File: src/rtl/fifo_rd_stream_pkg.sv
// Shared definitions for the FIFO read-side drain stage: packet FSM encoding
// and output buffer depth.
package fifo_rd_stream_pkg;

  typedef enum logic [1:0] {
    IDLE = 2'd0,
    MID  = 2'd1,
    LAST = 2'd2
  } pkt_state_t;

  localparam int BUF_DEPTH = 2;

endpackage

File: src/rtl/fifo_rd_skid2.sv
// Two-entry in-order word buffer with simultaneous push/pop; head reads as zero
// when empty.
module fifo_rd_skid2 #(
  parameter int DATA_W = 32
) (
  input  logic              clk,
  input  logic              rst,
  input  logic              push,
  input  logic [DATA_W-1:0] din,
  input  logic              pop,
  output logic [1:0]        occ,
  output logic [DATA_W-1:0] head
);
  import fifo_rd_stream_pkg::*;

  localparam logic [1:0] FULL = 2'(BUF_DEPTH);

  logic [DATA_W-1:0] slot0;
  logic [DATA_W-1:0] slot1;

  always_ff @(posedge clk) begin
    if (rst) begin
      occ <= '0;
    end else if (push && !pop) begin
      occ <= occ + 2'd1;
    end else if (pop && !push) begin
      occ <= occ - 2'd1;
    end
  end

  // Data slots carry no reset; stale contents are masked by occ.
  always_ff @(posedge clk) begin
    if (pop) begin
      slot0 <= (occ == 2'd1) ? din : slot1;
      if (push) slot1 <= din;
    end else if (push) begin
      if (occ == 2'd0) slot0 <= din;
      else             slot1 <= din;
    end
  end

  always_ff @(posedge clk) begin
    if (!rst) begin
      assert (!(push && !pop && occ == FULL));
      assert (!(pop && occ == 2'd0));
    end
  end

  assign head = (occ != 2'd0) ? slot0 : '0;

endmodule

File: src/rtl/fifo_rd_stream.sv
// FIFO read-side drain: issues reads against a one-cycle-latency FIFO, buffers
// returned words and presents them as a packetised valid/ready stream.
module fifo_rd_stream #(
  parameter int DATA_W  = 32,
  parameter int PKT_LEN = 4,
  parameter int ERR_W   = 8
) (
  input  logic              clk,
  input  logic              reset,
  input  logic              fifo_empty,
  input  logic              fifo_rd_ack,
  input  logic              fifo_rd_err,
  input  logic [DATA_W-1:0] fifo_d_out,
  output logic              fifo_rd_en,
  output logic [DATA_W-1:0] m_data,
  output logic              m_valid,
  input  logic              m_ready,
  output logic              m_last,
  output logic [ERR_W-1:0]  err_count
);
  import fifo_rd_stream_pkg::*;

  localparam int               IDX_W      = (PKT_LEN > 1) ? $clog2(PKT_LEN) : 1;
  localparam logic [IDX_W-1:0] LAST_IDX   = IDX_W'(PKT_LEN - 1);
  localparam pkt_state_t       WRAP_STATE = (PKT_LEN == 1) ? LAST : MID;

  logic [1:0]       occ;
  logic             pop;
  logic             inflight;
  logic [2:0]       committed;
  logic [2:0]       occ_after;
  logic [IDX_W-1:0] idx;
  pkt_state_t       state;

  assign m_valid   = (occ != 2'd0);
  assign pop       = m_valid && m_ready;
  assign m_last    = m_valid && (idx == LAST_IDX);

  // Words already buffered or still returning from the FIFO, net of this pop.
  assign committed = {1'b0, occ} + {2'b00, inflight} - {2'b00, pop};
  assign occ_after = {1'b0, occ} + {2'b00, fifo_rd_ack} - {2'b00, pop};
  assign fifo_rd_en = !reset && !fifo_empty && (committed < 3'(BUF_DEPTH));

  fifo_rd_skid2 #(
    .DATA_W (DATA_W)
  ) u_skid (
    .clk  (clk),
    .rst  (reset),
    .push (fifo_rd_ack),
    .din  (fifo_d_out),
    .pop  (pop),
    .occ  (occ),
    .head (m_data)
  );

  always_ff @(posedge clk) begin
    if (reset) begin
      inflight <= 1'b0;
    end else if (fifo_rd_en) begin
      inflight <= 1'b1;
    end else if (fifo_rd_ack || fifo_rd_err) begin
      inflight <= 1'b0;
    end
  end

  always_ff @(posedge clk) begin
    if (reset) begin
      err_count <= '0;
    end else if (fifo_rd_err && (err_count != {ERR_W{1'b1}})) begin
      err_count <= err_count + ERR_W'(1);
    end
  end

  always_ff @(posedge clk) begin
    if (reset) begin
      state <= IDLE;
      idx   <= '0;
    end else if (pop) begin
      if (idx == LAST_IDX) begin
        idx   <= '0;
        state <= (occ_after != 3'd0) ? WRAP_STATE : IDLE;
      end else begin
        idx   <= idx + IDX_W'(1);
        state <= ((idx + IDX_W'(1)) == LAST_IDX) ? LAST : MID;
      end
    end else if (state == IDLE && m_valid) begin
      state <= WRAP_STATE;
    end
  end

endmodule

File: config.mk
export PLATFORM = sky130hd
export DESIGN_NAME = fifo_rd_stream
export DESIGN_NICKNAME = d
export VERILOG_FILES = /design/src/rtl/fifo_rd_stream_pkg.sv /design/src/rtl/fifo_rd_skid2.sv /design/src/rtl/fifo_rd_stream.sv
export SDC_FILE = /design/constraint.sdc
export NUM_CORES = 1
export LEC_CHECK = 0
export BUFFER_PORTS_ARGS = -buffer_cell sky130_fd_sc_hd__clkbuf_2
export CELL_PAD_IN_SITES_DETAIL_PLACEMENT = 1
export CELL_PAD_IN_SITES_GLOBAL_PLACEMENT = 2
export CORE_AREA = 2 2 99 101
export DETAILED_ROUTE_END_ITERATION = 7
export DIE_AREA = 0 0 101 103
export HOLD_SLACK_MARGIN = 0.05
export PLACE_DENSITY = 0.82
export SYNTH_ARGS = -nofsm -noshare
export SYNTH_HDL_FRONTEND = slang
export SYNTH_SLANG_ARGS = --single-unit
File: constraint.sdc
create_clock -name clk -period 3.7 [get_ports clk]
set_input_delay 0.555 -clock clk [delete_from_list [all_inputs] [get_ports clk]]
set_output_delay 0.555 -clock clk [all_outputs]
set_load 0.03 [all_outputs]
; Word level (Yosys, flattened, before mapping)
; Cells that the tools add are included.
[word_totals]
ff_bits = 77
[classes]
n_addsub = 6
magnitude_cmp = 1
eq_ne = 4
muxes = 14
n_reduce_logical = 20
[op_table]
columns = operator, count
row1 = 32-bit 2-to-1 mux, 9
row2 = 2-bit nonzero test, 5
row3 = "8-bit by 1-bit adder with 8-bit output, second input constant", 1
row4 = "8-bit inequality test, second input constant", 1
row5 = 1-bit logical AND, 7
row6 = 2-bit 2-to-1 mux, 3
row7 = "2-bit by 1-bit adder with 2-bit output, second input constant", 2
row8 = 1-bit zero test, 4
row9 = 2-bit AND reduction, 2
row10 = 2-bit by 1-bit adder with 3-bit output, 1
row11 = "3-bit by 2-bit < comparator with 1-bit output, second input constant", 1
row12 = 3-bit by 1-bit subtractor with 3-bit output, 1
row13 = "2-bit by 1-bit equality test with 1-bit output, second input constant", 1
row14 = "2-bit equality test, second input constant", 1
row15 = 2-bit zero test, 1
row16 = 1-bit 2-to-1 mux, 2
row17 = "2-bit inequality test, second input constant", 1
row18 = "2-bit by 1-bit subtractor with 2-bit output, second input constant", 1
row19 = 1-bit logical OR, 1

; Depth between registers and ports, before layout
[depth]
word_depth = 6
depth_mapped = 11
depth_no_buf = 9

; Hierarchy
; From an unflattened synthesis, not the netlist that was laid out.
[unflattened]
hier_cells = 219
area_unflattened_um2 = 3357.0
[modules_own_cells]
columns = module, n_inst, cells_per_inst, area_per_inst_um2, seq_area_each_um2
row1 = fifo_rd_skid2, 1, 156, 2756.4, 1961.9
row2 = fifo_rd_stream, 1, 63, 600.6, 220.2

; Least setup slack after synthesis
; No wires, ideal clock.
[synth_timing]
path_kind = register to output
from = reg u_skid.occ[1]
to = out fifo_rd_en
t_arrival_ns = 2.956
required_ns = 3.145
slack_ns = 0.189
path_stages_with_launch = 11
n_path_buf = 2
cell_sequence = dfxtp_1 > inv_1 > ha_1 > buf_4 > nand2b_1 > buf_4 > nor2_1 > o21ai_0 > fa_1 > xor2_1 > nor4b_1
[synth_via]
elab_chain_len = 5
word_cells_on_any_way = 6
classes_between = add/sub: 2 / order compare: 1 / reduce/logical: 3
[synth_rtl]
columns = element, line_no
row1 = from (decl), fifo_rd_skid2.sv:11  ; output logic [1:0] occ,
row2 = from (signal assigned), fifo_rd_skid2.sv:25  ; occ <= occ + 2'd1;
row3 = from (signal assigned), fifo_rd_skid2.sv:27  ; occ <= occ - 2'd1;
row4 = branches (longest 2 deep; another with 2-bit by 1-bit adder with 3-bit output), n/a
row5 = 3-bit by 1-bit subtractor with 3-bit output *, fifo_rd_stream.sv:40  ; assign committed = {1'b0, occ} + {2'b00, inflight} - {2'b00, pop};
row6 = 3-bit by 2-bit < comparator with 1-bit output *, fifo_rd_stream.sv:42  ; assign fifo_rd_en = !reset && !fifo_empty && (committed < 3'(BUF_DEPTH));
row7 = 1-bit logical AND *, fifo_rd_stream.sv:42
row8 = to (decl), fifo_rd_stream.sv:14  ; output logic fifo_rd_en,
; Every way passes the cells marked *.

; Worst setup path after layout
; Ends and elaborated chain as after synthesis.

==> impl_metrics.csv <==
group,metric,value,unit
routing,detail-route-antenna-nets,0,
clock_tree,cts_made_buffers,9,
sta,fmax,0.290,GHz
status,status,"finished, final reports clean",
routing,drc_errors,0,
floorplan,initial_core_util,0.349,
setup_path,start_kind,"flip-flop",
power,power,3470,µW
sta,slew_viol_final,0,
yosys,synth-seq-area-share,0.662,
final_layout,n_fill_cell,994,
setup_path,path_class,"flip-flop to output pin",
floorplan,dieArea,10400,µm²
clock_tree,cts_setup_buffers,0,
grt,grt_pass1_wl,10.1,mm
worst_hold_path,min_from,"fifo_d_out[19]",
yosys,synth_seq_cells,77,
sta,period_share,0.931,
clock_tree,clkSlewWorstSetupHoldPaths,0.09,ns
sta,rsz0062_at_grt,"no",
yosys,synthesis.area,3300,µm²
sta,finClkSkew,0.00790,ns
clock_tree,cts_buffer_depth,2,
final_layout,layout_commonest_cell,"clkbuf_2",
setup_path,crit_fanout,6,
final_layout,layout_common_cells,"clkbuf_2, edfxtp_1, nor2b_1, mux2_2, dfxtp_1",
yosys,synth-main-ff-cell,"edfxtp_1",
grt,grt_overflow,0,
final_layout,multi_input_area,1040,µm²
routing,wl_per_cell,15.2,µm
sta,fin_tns_setup,0,ns
routing,dr.first_iter.drc_count,45,
routing,firstDrtPassIters,4,
worst_hold_path,min_path_cells,1,
placed_design,dpl.hpwl,4.29,mm
power,power.leakage,0.00158,µW
yosys,yosys_warnings,0,
power,max-vdd-ir-drop,0.428,mV
routing,wl,6.37,mm
yosys,avgSynthCellArea,15.1,µm²
grt,antenna_found_initial,0,
grt,grt_max_degree,37,
yosys,synth_top_cell_area_share,0.583,
routing,via_per_inst,4.74,
setup_path,rrSetupSlack,1.21,ns
clock_tree,h-tree-depth,3,
final_layout,drive_gt1_frac,0.426,
setup_path,crit_required,3.14,ns
yosys,ys_types,37,
final_layout,nets,344,
floorplan,die_x,101,µm
clock_tree,cts_tree,"yes",
flow_run,maxCapViolations,0,
floorplan,rows,36,
yosys,synthTopCellsByArea,"edfxtp_1, mux2_2, dfxtp_1",
routing,vias,1984,
yosys,synth_edf_count,64,
power,p_per_area,864,nW/µm²
grt,first_global_vias,2049,
setup_path,r2r_start,"u_skid.occ[1]",
floorplan,fp.dieH,103,µm
yosys,ys_async_sr_fraction,0,
clock_tree,cts.sinks,77,
clock_tree,clk_latency,0.34,ns
sta,finalSetupViolations,0,
clock_tree,cts-root-buf,"clkbuf_8",
setup_path,ff2ff_path_depth,9,
yosys,yosys.area.top_type,"edfxtp_1",
grt,grtUsageTotal,0.129,
clock_tree,cts_resized,0,
final_layout,area_growth,21.7,%
yosys,synth_fp_nets,262,
sta,hold_viol,0,
placed_design,place_congestion,0.721,
sta,min_period,3.45,ns
floorplan,core_area,9460,µm²
setup_path,arrival,2.89,ns
sta,slew_headroom,0.364,
sta,worst-slew-pin-transition,0.953,ns
yosys,synth_cells,218,
worst_hold_path,worstHoldPathType,"primary input to flip-flop",
clock_tree,postCtsHoldBufs,0,
setup_path,cp-end-kind,"output pin",
floorplan,ios,81,
setup_path,critPathLaunch,"u_skid.occ[1]",
placed_design,numPortBuffers,80,
final_layout,antenna_cells,0,
final_layout,seq_area,2180,µm²
metrics by stage:
stage          instances  setup WS, ns  hold slack, ns   util  area (µm²)
2_1_floorplan        218         0.189           0.468      -        3300
3_3_place_gp         403         0.602           0.485  0.401        3790
3_5_place_dp         403         0.598           0.497  0.401        3790
4_1_cts              419         0.194           0.374  0.424        4010
5_1_grt              419       0.00901           0.367  0.424        4010
6_report             419         0.255           0.396  0.424        4010
cells by family after synthesis:
family | share of synthesized area
flip-flops | 0.662
AND/OR/NAND/NOR | 0.126
multiplexers | 0.129
buffers and inverters | 0.0262
AO/OA/AOI/OAI | 0.0231
adder cells (fa/ha/maj) | 0.0250
XOR/XNOR | 0.00797
worst paths after layout:
kind | to
max | fifo_rd_en
min | u_skid.slot1[19]
min reg2reg | idx[1]
max reg2reg | inflight
worst max-delay path, cell delays in order (launching register included):
cell      delay (ns)
dfxtp_1         0.42
inv_1           0.09
ha_1            0.19
nand2b_1        0.32
nor2_1          0.27
o21ai_0         0.15
fa_1            0.39
xor2_1          0.15
nor4b_1         0.29
clkbuf_2        0.28
synthesized netlist by cell type (2+ instances only):
cell,n
nor4b_1,2
buf_4,2
edfxtp_1,64
xor2_1,2
nand2b_1,3
nor2b_1,36
a31oi_1,2
nand2_1,4
buf_6,3
clkbuf_1,6
mux2_2,25
mux2i_1,4
mux2_1,8
ha_1,5
dfxtp_1,13
nor3_1,3
inv_1,4
and4_1,2
a21oi_1,5
nor2_1,8
state kept, by name, indices dropped and copies added, names as in the netlist:
name          count
idx               2
u_skid.slot1     32
u_skid.occ        2
inflight          1
u_skid.slot0     32
err_count         8
routing by layer:
layer  global-route usage  share of wire  vias to the layer above
met5                    0              0                        -
met4               0.0468          0.012                        0
met3               0.0481          0.060                        9
met2                0.217           0.51                       49
met1                0.152           0.41                      972
li1                     -              -                      954
report_power, final:
group,internal [µW],switching [µW],total (µW)
combinational,436,971,1410
sequential,1290,65.2,1350
clock,386,322,708
total,2110,1360,3470
layout make-up:
class / instances / area share
Clock inverter: 6 / 0.0234
Timing Repair Buffer: 82 / 0.104
Tap cell: 114 / 0.0355
Sequential cell: 77 / 0.544
Multi-Input combinational cell: 126 / 0.258
Inverter: 4 / 0.00374
Clock buffer: 10 / 0.0318
No activity file was read; power rests on OpenSTA's default activity.
